### config.mk
export PLATFORM = sky130hd
export DESIGN_NAME = mod_exp_ctrl
export DESIGN_NICKNAME = d
export VERILOG_FILES = /design/src/rtl/rsa_pkg.sv /design/src/rtl/mod_exp_ctrl.sv
export SDC_FILE = /design/constraint.sdc
export NUM_CORES = 1
export LEC_CHECK = 0
export BUFFER_PORTS_ARGS = -buffer_cell sky130_fd_sc_hd__buf_2
export CAP_MARGIN = 40
export CORE_UTILIZATION = 39
export CTS_CLUSTER_SIZE = 10
export DETAILED_ROUTE_END_ITERATION = 10
export SLEW_MARGIN = 20
export SYNTH_ARGS = -nofsm -noshare
export SYNTH_HDL_FRONTEND = slang
export SYNTH_SLANG_ARGS = --single-unit
### constraint.sdc
create_clock -name clk -period 5.4 [get_ports clk]
set_clock_uncertainty 0.05 [all_clocks]
set_input_delay 0.54 -clock clk [delete_from_list [all_inputs] [get_ports clk]]
set_output_delay 0.54 -clock clk [all_outputs]
set_load 0.02 [all_outputs]
### src/rtl/rsa_pkg.sv
// Shared defaults and sequencer state encoding for the modular exponentiation block.
package rsa_pkg;

  localparam int WIDTH_DEF     = 32;
  localparam int EXP_WIDTH_DEF = 32;
  localparam int LEN_W_DEF     = 8;

  typedef enum logic [2:0] {
    ST_IDLE,
    ST_TO_MONT,
    ST_INIT_ACC,
    ST_SCAN,
    ST_SQUARE,
    ST_MULT,
    ST_FROM_MONT,
    ST_DONE
  } step_t;

  // Every multiplier step is split into an issue cycle and a wait phase.
  typedef enum logic {
    PH_ISSUE = 1'b0,
    PH_WAIT  = 1'b1
  } phase_t;

endpackage

### src/rtl/mod_exp_ctrl.sv
// Left-to-right square-and-multiply sequencer driving a single Montgomery multiplier.
//
// state        | meaning
// IDLE         | waiting for start
// TO_MONT      | mbase = MM(base, R^2 mod N)
// INIT_ACC     | acc = MM(1, R^2 mod N) = R mod N
// SCAN         | walk down from the top exponent bit to the highest set bit
// SQUARE       | acc = MM(acc, acc)
// MULT         | acc = MM(acc, mbase) for a set exponent bit
// FROM_MONT    | result = MM(acc, 1)
// DONE         | one-cycle done pulse, then back to IDLE
module mod_exp_ctrl
  import rsa_pkg::*;
#(
  parameter int WIDTH     = WIDTH_DEF,
  parameter int EXP_WIDTH = EXP_WIDTH_DEF,
  parameter int LEN_W     = LEN_W_DEF
) (
  input  logic                 clk,
  input  logic                 rst,
  input  logic                 start,
  input  logic [LEN_W-1:0]     len,
  input  logic [WIDTH-1:0]     base,
  input  logic [EXP_WIDTH-1:0] exponent,
  input  logic [WIDTH-1:0]     modulus,
  input  logic [WIDTH-1:0]     r2_mod,
  output logic                 busy,
  output logic                 done,
  output logic                 err,
  output logic [WIDTH-1:0]     result,
  output logic                 mm_start,
  output logic [WIDTH-1:0]     mm_a,
  output logic [WIDTH-1:0]     mm_b,
  output logic [WIDTH-1:0]     mm_n,
  output logic [LEN_W-1:0]     mm_len,
  input  logic                 mm_done,
  input  logic [WIDTH-1:0]     mm_result
);

  localparam int IDX_W = (EXP_WIDTH > 1) ? $clog2(EXP_WIDTH) : 1;
  localparam logic [WIDTH-1:0] ONE = WIDTH'(1);

  step_t                step_q, step_d;
  phase_t               phase_q, phase_d;
  logic [LEN_W-1:0]     len_q, len_d;
  logic [WIDTH-1:0]     base_q, base_d;
  logic [EXP_WIDTH-1:0] exp_q, exp_d;
  logic [WIDTH-1:0]     mod_q, mod_d;
  logic [WIDTH-1:0]     r2_q, r2_d;
  logic [WIDTH-1:0]     mbase_q, mbase_d;
  logic [WIDTH-1:0]     acc_q, acc_d;
  logic [WIDTH-1:0]     result_q, result_d;
  logic [IDX_W-1:0]     idx_q, idx_d;
  logic                 err_q, err_d;
  logic                 param_bad;
  logic                 mm_step;

  assign param_bad = ~modulus[0] || (len == '0) || (32'(len) > 32'(WIDTH));
  assign mm_step   = (step_q == ST_TO_MONT) || (step_q == ST_INIT_ACC) || (step_q == ST_SQUARE)
                  || (step_q == ST_MULT) || (step_q == ST_FROM_MONT);

  always_ff @(posedge clk) begin
    if (rst) begin
      step_q   <= ST_IDLE;
      phase_q  <= PH_ISSUE;
      len_q    <= '0;
      base_q   <= '0;
      exp_q    <= '0;
      mod_q    <= '0;
      r2_q     <= '0;
      mbase_q  <= '0;
      acc_q    <= '0;
      result_q <= '0;
      idx_q    <= '0;
      err_q    <= 1'b0;
    end else begin
      step_q   <= step_d;
      phase_q  <= phase_d;
      len_q    <= len_d;
      base_q   <= base_d;
      exp_q    <= exp_d;
      mod_q    <= mod_d;
      r2_q     <= r2_d;
      mbase_q  <= mbase_d;
      acc_q    <= acc_d;
      result_q <= result_d;
      idx_q    <= idx_d;
      err_q    <= err_d;
    end
  end

  always_comb begin
    step_d   = step_q;
    phase_d  = phase_q;
    len_d    = len_q;
    base_d   = base_q;
    exp_d    = exp_q;
    mod_d    = mod_q;
    r2_d     = r2_q;
    mbase_d  = mbase_q;
    acc_d    = acc_q;
    result_d = result_q;
    idx_d    = idx_q;
    err_d    = err_q;

    case (step_q)
      ST_IDLE: begin
        if (start) begin
          len_d    = len;
          base_d   = base;
          exp_d    = exponent;
          mod_d    = modulus;
          r2_d     = r2_mod;
          err_d    = param_bad;
          result_d = '0;
          phase_d  = PH_ISSUE;
          step_d   = param_bad ? ST_DONE : ST_TO_MONT;
        end
      end
      ST_SCAN: begin
        if (exp_q == '0) begin
          step_d = ST_FROM_MONT;
        end else if (exp_q[idx_q]) begin
          step_d = ST_SQUARE;
        end else begin
          idx_d = idx_q - 1'b1;
        end
      end
      ST_DONE: step_d = ST_IDLE;
      default: begin
        if (phase_q == PH_ISSUE) begin
          phase_d = PH_WAIT;
        end else if (mm_done) begin
          phase_d = PH_ISSUE;
          case (step_q)
            ST_TO_MONT: begin
              mbase_d = mm_result;
              step_d  = ST_INIT_ACC;
            end
            ST_INIT_ACC: begin
              acc_d  = mm_result;
              idx_d  = IDX_W'(EXP_WIDTH - 1);
              step_d = ST_SCAN;
            end
            ST_SQUARE, ST_MULT: begin
              acc_d = mm_result;
              // A set bit gets its multiply before moving to the next lower bit.
              if ((step_q == ST_SQUARE) && exp_q[idx_q]) begin
                step_d = ST_MULT;
              end else if (idx_q == '0) begin
                step_d = ST_FROM_MONT;
              end else begin
                idx_d  = idx_q - 1'b1;
                step_d = ST_SQUARE;
              end
            end
            ST_FROM_MONT: begin
              result_d = mm_result;
              step_d   = ST_DONE;
            end
            default: step_d = ST_IDLE;
          endcase
        end
      end
    endcase
  end

  always_comb begin
    mm_a = '0;
    mm_b = '0;
    case (step_q)
      ST_TO_MONT:   begin mm_a = base_q; mm_b = r2_q;    end
      ST_INIT_ACC:  begin mm_a = ONE;    mm_b = r2_q;    end
      ST_SQUARE:    begin mm_a = acc_q;  mm_b = acc_q;   end
      ST_MULT:      begin mm_a = acc_q;  mm_b = mbase_q; end
      ST_FROM_MONT: begin mm_a = acc_q;  mm_b = ONE;     end
      default:      begin mm_a = '0;     mm_b = '0;      end
    endcase
  end

  assign mm_start = mm_step && (phase_q == PH_ISSUE);
  assign mm_n     = mod_q;
  assign mm_len   = len_q;
  assign busy     = (step_q != ST_IDLE) && (step_q != ST_DONE);
  assign done     = (step_q == ST_DONE);
  assign err      = err_q;
  assign result   = result_q;

endmodule

==> impl_metrics.toml, run 1 <==
[run_status]
status = "complete, no violations"

[cts]
hold_buffers = 0
htree_levels = 1
cts-root-buf = "clkbuf_16"
clkSinkCount = 242
ctsResizeCount = 0
clk_pin_slew_ns = 0.06
cts_setup_buffers = 0
tritoncts = "yes"
clk_latency_ns = 0.52
clock_path_buffers = 3
cts_buffers = 28

[place]
gp_congestion = 0.827
dp_slack_ns = 2.40
dp_hpwl_mm = 21.6
numPlacedInstances = 1872
port_buffers = 311

[synth]
ys_top_cells_by_area = "dfxtp_1 (48%), nand2_1 (18%), a21oi_1 (12%)"
synth_edf_count = 0
syn_avg_cell_area_um2 = 7.62
syn_nets = 1498
synth_warnings = 0
synth_area_um2 = 10100
yosysMostFrequentCell = "nand2_1"
syn_inst = 1324
synth_top_area_frac = 0.480
synthArstFlopShare = 0
synth-seq-cells = 242
synthTopCellsByCount = "nand2_1 (472), a21oi_1 (251), dfxtp_1 (242)"
synth_top_area_cell = "dfxtp_1"
synthFlopType = "dfxtp_1"
yosys.cell_types.count = 49
yosysSeqAreaShare = 0.480

[power]
p_per_area_nw_per_um2 = 492
power_frac_clock = 0.264
swShare = 0.391
pwr-share-comb = 0.362
leakage_nw = 5.17
p_switching_mw = 2.45
p_seq_frac = 0.374
max-vdd-ir-drop_v = 0.000255
p_int_mw = 3.80

[timing]
rsz0062_at_grt = "false"
fin_crit_sh = 0.657
hold_ws_ns = 0.193
slew_headroom = 0.435
maxSlewViolCount = 0
hold_viol_final = 0
worst_slack_ns = 1.85
worst_pin_slew_ns = 0.846
max_freq_mhz = 282
period_needed_ns = 3.55
fin_tns_setup_ns = 0
setup_viol = 0

[min_path]
min-delay-start = "modulus[22]"
min_to = "mm_n[22]"
hold_path_depth = 3
hold_class = "input port to register"

[critical_path]
arrival_ns = 2.96
critPathKind = "register to primary output"
rr_endpoint = "r2_q[19]"
critPathRequiredTime_ns = 4.81
r2r_slack_ns = 2.39
start_kind = "register"
end_kind = "primary output"
r2r_cells = 6
r2r-start = "step_q[1]"
path_max_fanout = 31

[detailed_routing]
vias = 9834
wl_per_cell_um = 16.5
drc_errors = 0
viasPerCell = 5.15
final_antenna_net_count = 0
dr.pass1.iters = 5
drt_wl_total_mm = 31.5
drtIter0Drc = 644

[global_routing]
grt_overflow = 0
grt_max_degree = 124
antenna_found_initial = 0
grt_pass1_vias = 9388
grt_pass1_wl_mm = 49.7
grt.total_usage = 0.232

[final_layout]
fill_cells = 2595
drive_gt1_frac = 0.236
layout.nets = 1747
fin_cells = 1909
n_antenna_cell = 0
syn_to_final_growth_pct = 25.9

[die]
die-area_um2 = 26500
coreArea_um2 = 25300
rows = 58
start_util = 0.399
die_w_um = 163
die_h_um = 163
ios = 312

[flow_run]
maxCapViolations = 0
[layout by cell type, fill, tap and decap left out, types with 3 or more instances in the layout]
master     instances
dfxtp_1          241
nor3_1             4
nand3_1           33
buf_4              6
buf_16             5
a22oi_1            3
nor4_1            10
nor2b_1            4
nor2_1            29
nand2b_1           3
mux2i_1           39
buf_2            311
a31oi_1            3
clkbuf_16         29
nand2_1          471
clkbuf_1           6
a21oi_1          250
nor4b_1            3
mux4_1             3
o21ai_0           37
a311oi_1           3
a22o_1            31
and3_1             4
nand4_1            3
[routing by layer]
metal  up-vias  part of all wire  track usage
li1       4948                 -            -
met2       276              0.47        0.391
met1      4562              0.45        0.302
met3        48             0.060       0.0443
met5         -                 0            0
met4         0             0.022       0.0633
[registers in the layout, summed over array words and instances (netlist names)]
register  count
result       32
step_q        3
r2_q         32
mbase_q      32
mm_len        8
base_q       32
err           1
idx_q         5
exp_q        32
acc_q        32
mm_n         32
phase_q       1
[layout make-up]
| class | count | area (µm²) | area share |
|---|---|---|---|
| multi-input cells | 970 | 4850 | 0.382 |
| flip-flops and latches | 242 | 4850 | 0.382 |
| repair buffers | 328 | 1820 | 0.143 |
| clock buffers | 36 | 762 | 0.0600 |
| well taps | 330 | 413 | 0.0325 |
| inverters | 3 | 11.3 | 0.000887 |
[kinds of logic (layout without fill, tap and decap cells)]
kind of cell,count (synthesis),after routing,synth area share
flip-flops,242,242,0.480
buffers and inverters,112,367,0.0434
AND/OR/NAND/NOR,580,580,0.232
multiplexers,44,44,0.0510
AO/OA/AOI/OAI,342,342,0.189
adder cells (fa/ha/maj),2,2,0.00248
XOR/XNOR,2,2,0.00174
[worst max-delay path, cell delays in order (launching register included)]
cell and delay (ns):
dfxtp_2 0.68, buf_4 0.54, nor2b_1 0.56, a21oi_1 0.13
o21ai_0 0.24, buf_2 0.22
[power groups by stage]
stage / logic, mW / registers (mW) / clock network, mW
after detailed placement: 2.27 / 2.37 / 0
after global routing: 2.51 / 2.38 / 1.77
final: 2.26 / 2.34 / 1.65
after CTS: 2.27 / 2.33 / 1.69
after floorplan: 1.50 / 2.36 / 0
after global placement: 2.15 / 2.36 / 0
[worst max path at each step]
stage | from | end | slack, ns | cells past startpoint
floorplan | step_q[0] | mm_b[0] | 2.64 | 5
global placement | step_q[2] | mm_a[31] | 2.30 | 4
detailed placement | step_q[1] | mm_n[1] | 2.40 | 6
CTS | step_q[0] | mm_b[7] | 1.87 | 5
global route | step_q[0] | mm_b[3] | 1.71 | 5
finish | step_q[0] | mm_b[1] | 1.85 | 5
[stage by stage]
stage / instance area, µm² / power (mW) / utilization
floorplan: 10100 / 3.85 / -
global placement: 11700 / 4.51 / 0.465
detailed placement: 11900 / 4.64 / 0.471
CTS: 12700 / 6.30 / 0.502
global route: 12700 / 6.65 / 0.503
finish: 12700 / 6.25 / 0.503
(Power assumes the default switching activity.)
==> run 2, diff against run 1 <==
==> constraint.sdc (replaced) <==
create_clock -name clk -period 3.3 [get_ports clk]
set_clock_uncertainty 0.05 [all_clocks]
set_input_delay 0.33 -clock clk [delete_from_list [all_inputs] [get_ports clk]]
set_output_delay 0.33 -clock clk [all_outputs]
set_load 0.02 [all_outputs]
==> run 2 against run 1 <==
Effect of this change:
- global-route usage grew 1.4 points
- register-to-register slack lost 1.9 ns
- worst hold slack lost 0.18 ns
- sequential power grew 63%
- sequential cell count is the same
- cell count grew 8.5%
- critical path depth grew 1
- combinational power grew 76%
- core utilization grew 6.3 points
- cell area grew 13%
- power grew 71%
==> impl_metrics.toml, run 2 (synthesis results as in run 1) <==
[global_routing]
grt.total_usage = 0.247
grt_max_degree = 107
grt_pass1_vias = 10088
met3_usage = 0.0428
antenna_found_initial = 2
grtUsageMet2 = 0.423
grt_overflow = 0
busiest_layer = "met2"
global_route.usage.met1 = 0.311
grt_pass1_wl_mm = 52.6

[timing]
rsz0062_at_grt = "false"
setup_viol = 0
slew_headroom = 0.489
fin_crit_sh = 0.903
hold_viol_final = 0
worst_slack_ns = 0.321
worst_pin_slew_ns = 0.767
hold_ws_ns = 0.0149
maxSlewViolCount = 0
fin_tns_setup_ns = 0
max_freq_mhz = 336
period_needed_ns = 2.98

[die]
rows = 58
die-area_um2 = 26500
start_util = 0.399
coreArea_um2 = 25300
ios = 312
die_w_um = 163
die_h_um = 163

[place]
dp_slack_ns = 0.490
numPlacedInstances = 1882
gp_congestion = 0.842
placed_area_um2 = 12000
port_buffers = 311
dp_hpwl_mm = 21.7

[final_layout]
final_common_cell = "nand2_1"
fin_util = 0.566
stdcell_area_um2 = 14300
fill_cells = 2365
fin_cells = 2071
final_cell_mix = "nand2_1 (471), buf_2 (310), a21oi_1 (250)"
register_area_um2 = 4850
multiInputGateArea_um2 = 4850
drive_gt1_frac = 0.224
layout.nets = 1904
syn_to_final_growth_pct = 41.7

[detailed_routing]
wl_per_cell_um = 16.2
drt_wl_total_mm = 33.6
viasPerCell = 5.14
drtIter0Drc = 669
vias = 10638
final_antenna_net_count = 0
drc_errors = 0
dr.pass1.iters = 5

[critical_path]
critPathRequiredTime_ns = 2.92
path_max_fanout = 23
cp_num_buf_inv = 3
r2r-start = "idx_q[1]"
rr_endpoint = "idx_q[1]"
start_kind = "register"
critPathKind = "register to primary output"
end_kind = "primary output"
worstPathCellList = "buf_4, nor2_1, and2_2, buf_4, a22o_1, buf_2"
cpMaxStageDelayCell = "dfxtp_1"
arrival_ns = 2.60
r2r_slack_ns = 0.46
cp_top_family = "buffers and inverters"
cp_common_cell = "buf_4"
critical-path-max-stage-delay_ns = 0.68
r2r_cells = 7

[cts]
clock_path_buffers = 3
clkSinkCount = 242
htree_levels = 1
hold_buffers = 145
clk_pin_slew_ns = 0.06
clk_latency_ns = 0.54
cts_buffers = 29
cts_setup_buffers = 0
ctsResizeCount = 0
tritoncts = "yes"
cts-root-buf = "clkbuf_16"

[min_path]
min_to = "mbase_q[6]"
hold_path_depth = 3
hold_class = "input port to register"
min-delay-start = "mm_result[6]"

[flow_run]
maxCapViolations = 0

[power]
p_per_area_nw_per_um2 = 747
max-vdd-ir-drop_v = 0.000515
total_power_mw = 10.7
leakage_nw = 5.86

[run_status]
status = "complete, no violations"
run 2: tightest hold or removal path, cell delays in order:
cell and delay (ns):
buf_2 0.12, nand2_1 0.05, a21oi_1 0.05
run 2: power by group:
group | switching, mW | total, mW | internal [mW] | leakage (nW)
registers | 0.421 | 3.82 | 3.40 | 1.97
logic | 2.54 | 3.97 | 1.43 | 3.48
clock network | 1.17 | 2.89 | 1.71 | 0.407
total | 4.13 | 10.7 | 6.54 | 5.86
run 2: final cells by class:
type                       instances  area share
timing repair buffer             484       0.234
clock buffer                      37      0.0550
antenna                            2    0.000350
clock inverter                     3     0.00306
sequential                       242       0.339
multi-input combinational        970       0.339
inverter                           3    0.000788
tap                              330      0.0289
run 2: how the worst max path moves through the flow:
stage                     to  cells past startpoint  startpoint
floorplan            mm_b[0]                      5   step_q[0]
global placement    idx_q[4]                      7    idx_q[1]
detailed placement  idx_q[4]                      7    idx_q[1]
CTS                     busy                      5   step_q[0]
global route            busy                      5   step_q[0]
finish               mm_a[9]                      6   step_q[1]
run 2: layer usage:
metal / part of all wire / up-vias / routed length [µm]
li1: - / 5261 / -
met3: 0.057 / 70 / 1900
met2: 0.48 / 354 / 16000
met5: 0 / - / 0
met4: 0.031 / 0 / 1040
met1: 0.44 / 4953 / 14700
==> run 3, diff against run 2 <==
--- a/config.mk
+++ b/config.mk
@@ -5,11 +5,13 @@
 export SDC_FILE = /design/constraint.sdc
 export NUM_CORES = 1
 export LEC_CHECK = 0
+export ABC_AREA = 1
 export BUFFER_PORTS_ARGS = -buffer_cell sky130_fd_sc_hd__buf_2
 export CAP_MARGIN = 40
 export CORE_UTILIZATION = 39
 export CTS_CLUSTER_SIZE = 10
 export DETAILED_ROUTE_END_ITERATION = 10
+export GPL_TIMING_DRIVEN = 0
 export SLEW_MARGIN = 20
 export SYNTH_ARGS = -nofsm -noshare
 export SYNTH_HDL_FRONTEND = slang
==> run 3 against run 2 <==
Effect of this change:
- synthesized area increased by 1.0%
- via count increased by 2.7%
- wire length increased by 11%
- sequential share of layout area increased by 1.3 points
- synthesized cell count increased by 4.5%
- count of clock-buffer cells in the layout unchanged
- first-iteration DRC count decreased by 0.15%
==> impl_metrics.toml, run 3 <==
[run_status]
status = "complete, no violations"

[cts]
tritoncts = "yes"
clk_pin_slew_ns = 0.06
clk_latency_ns = 0.56
clkSinkCount = 242
cts_buffers = 29
cts_setup_buffers = 0
htree_levels = 1
cts-root-buf = "clkbuf_16"
clock_path_buffers = 3

[die]
start_util = 0.401
coreArea_um2 = 25400
die_w_um = 164
rows = 58
ios = 312
die-area_um2 = 26800
die_h_um = 164

[synth]
yosysSeqAreaShare = 0.476
yosys.cell_types.count = 36
synthFlopType = "dfxtp_1"
synth-seq-cells = 242
synth_area_um2 = 10200
synth_edf_count = 0
synthTopCellsByCount = "dfxtp_1 (242), nand2_1 (235), a21oi_1 (206)"
syn_avg_cell_area_um2 = 7.37
yosysMostFrequentCell = "dfxtp_1"
synth_top_area_cell = "dfxtp_1"
synthArstFlopShare = 0
syn_inst = 1383
syn_nets = 1557
ys_top_cells_by_area = "dfxtp_1 (48%), a21oi_1 (10%), nand2_1 (8.7%)"
synth_top_area_frac = 0.476
synth_warnings = 0

[detailed_routing]
wl_per_cell_um = 17.4
drt_wl_total_mm = 37.4
final_antenna_net_count = 0
drc_errors = 0
viasPerCell = 5.10
drtIter0Drc = 668
vias = 10929
dr.pass1.iters = 5

[timing]
fin_crit_sh = 0.862
period_needed_ns = 2.85
max_freq_mhz = 351
maxSlewViolCount = 0
worst_pin_slew_ns = 0.879
hold_viol_final = 0
rsz0062_at_grt = "false"
fin_tns_setup_ns = 0
setup_viol = 0
slew_headroom = 0.414

[critical_path]
end_kind = "primary output"
cp-startpoint = "step_q[1]"
rr_endpoint = "base_q[11]"
arrival_ns = 2.47
r2r_slack_ns = 0.91
start_kind = "register"
critPathRequiredTime_ns = 2.92
r2r_cells = 7
r2r-start = "step_q[1]"
critPathKind = "register to primary output"
path_max_fanout = 10

[final_layout]
register_area_um2 = 4840
multiInputGateArea_um2 = 4410
final_cell_mix = "buf_2 (319), dfxtp_1 (242), nand2_1 (235)"
final_common_cell = "buf_2"
layout.nets = 1977
fill_cells = 2548
drive_gt1_frac = 0.218
syn_to_final_growth_pct = 35.0
stdcell_area_um2 = 13800

[power]
swShare = 0.404
leakage_nw = 5.83
max-vdd-ir-drop_v = 0.000441
p_per_area_nw_per_um2 = 781
p_seq_frac = 0.354
power_frac_clock = 0.265
p_int_mw = 6.40
pwr-share-comb = 0.381
p_switching_mw = 4.35

[min_path]
hold_path_depth = 3
min-delay-start = "r2_mod[4]"
hold_class = "input port to register"
min_to = "r2_q[4]"

[global_routing]
grt_overflow = 0
grt.total_usage = 0.272
antenna_found_initial = 2
grt_pass1_wl_mm = 56.7
grt_pass1_vias = 10579
grt_max_degree = 16

[place]
dp_hpwl_mm = 27.3
port_buffers = 310
gp_congestion = 0.848
placed_area_um2 = 12200

[flow_run]
maxCapViolations = 0
[run 3: changes by cell type after synthesis, sizes merged, moves of 32 or more]
| cell | before | now |
|---|---|---|
| nand3 | 34 | 143 |
| nor2 | 32 | 105 |
| o21ai | 37 | 134 |
| a21oi | 251 | 208 |
| a22o | 32 | 0 |
| nand2 | 472 | 246 |
| inv | 2 | 120 |
| mux2i | 39 | 0 |
[run 3: kinds of logic after synthesis]
family	after synthesis	synth area share
flip-flops	242	0.476
XOR/XNOR	3	0.00258
AND/OR/NAND/NOR	505	0.215
buffers and inverters	226	0.0916
adder cells (fa/ha/maj)	2	0.00246
AO/OA/AOI/OAI	405	0.212
[run 3: metal layers]
metal	track usage	wire length (µm)
met1	0.355	16500
met2	0.447	17200
met3	0.0510	2400
met4	0.0960	1290
met5	0	0
[run 3: area by class of cell]
cell class,instances,share of cell area
clock inverters,3,0.00236
clock buffers,37,0.0564
flip-flops and latches,242,0.352
diodes,2,0.000364
well taps,330,0.0300
plain buffers,106,0.0342
multi-input cells,915,0.321
inverters,120,0.0337
repair buffers,389,0.170
[run 3: timing repair]
action	4_1_cts	5_1_grt
gates resized for setup	0	0
hold endpoints to repair	80	0
hold buffers	78	0
[run 3: worst max path at each step]
stage	cells past startpoint	endpoint
2_1_floorplan	6	mm_b[10]
3_3_place_gp	6	base_q[11]
3_5_place_dp	6	base_q[11]
4_1_cts	7	mm_b[13]
5_1_grt	8	mm_b[13]
6_report	8	mm_b[13]
[run 3: critical path, cell delays in order, from the launching register on]
cell and delay (ns):
dfxtp_1 0.40, inv_2 0.05, nor2_1 0.13, nand2_1 0.12
nand2_1 0.21, clkbuf_1 0.45, nand2_1 0.12, o211ai_1 0.19
buf_2 0.24
[run 3: metrics by stage]
step                      hold WS (ns)  cells  setup WS [ns]  utilization  total power [mW]
after floorplan                  0.375   1383           1.55            -              6.45
after global placement           0.388   2023          0.532        0.478              7.79
after detailed placement         0.395   2024          0.825        0.479              7.84
after CTS                     0.000433   2142          0.460        0.541              10.8
after global routing            0.0101   2144          0.254        0.542              11.4
final                          0.00824   2144          0.454        0.542              10.7
[run 3: power groups by stage]
stage	Sequential (mW)	Clock (mW)	Combinational, mW
after floorplan	4.04	0	2.42
after global routing	3.87	3.00	4.49
final	3.80	2.85	4.09
after CTS	3.80	2.90	4.08
after global placement	3.85	0	3.94
after detailed placement	3.86	0	3.99
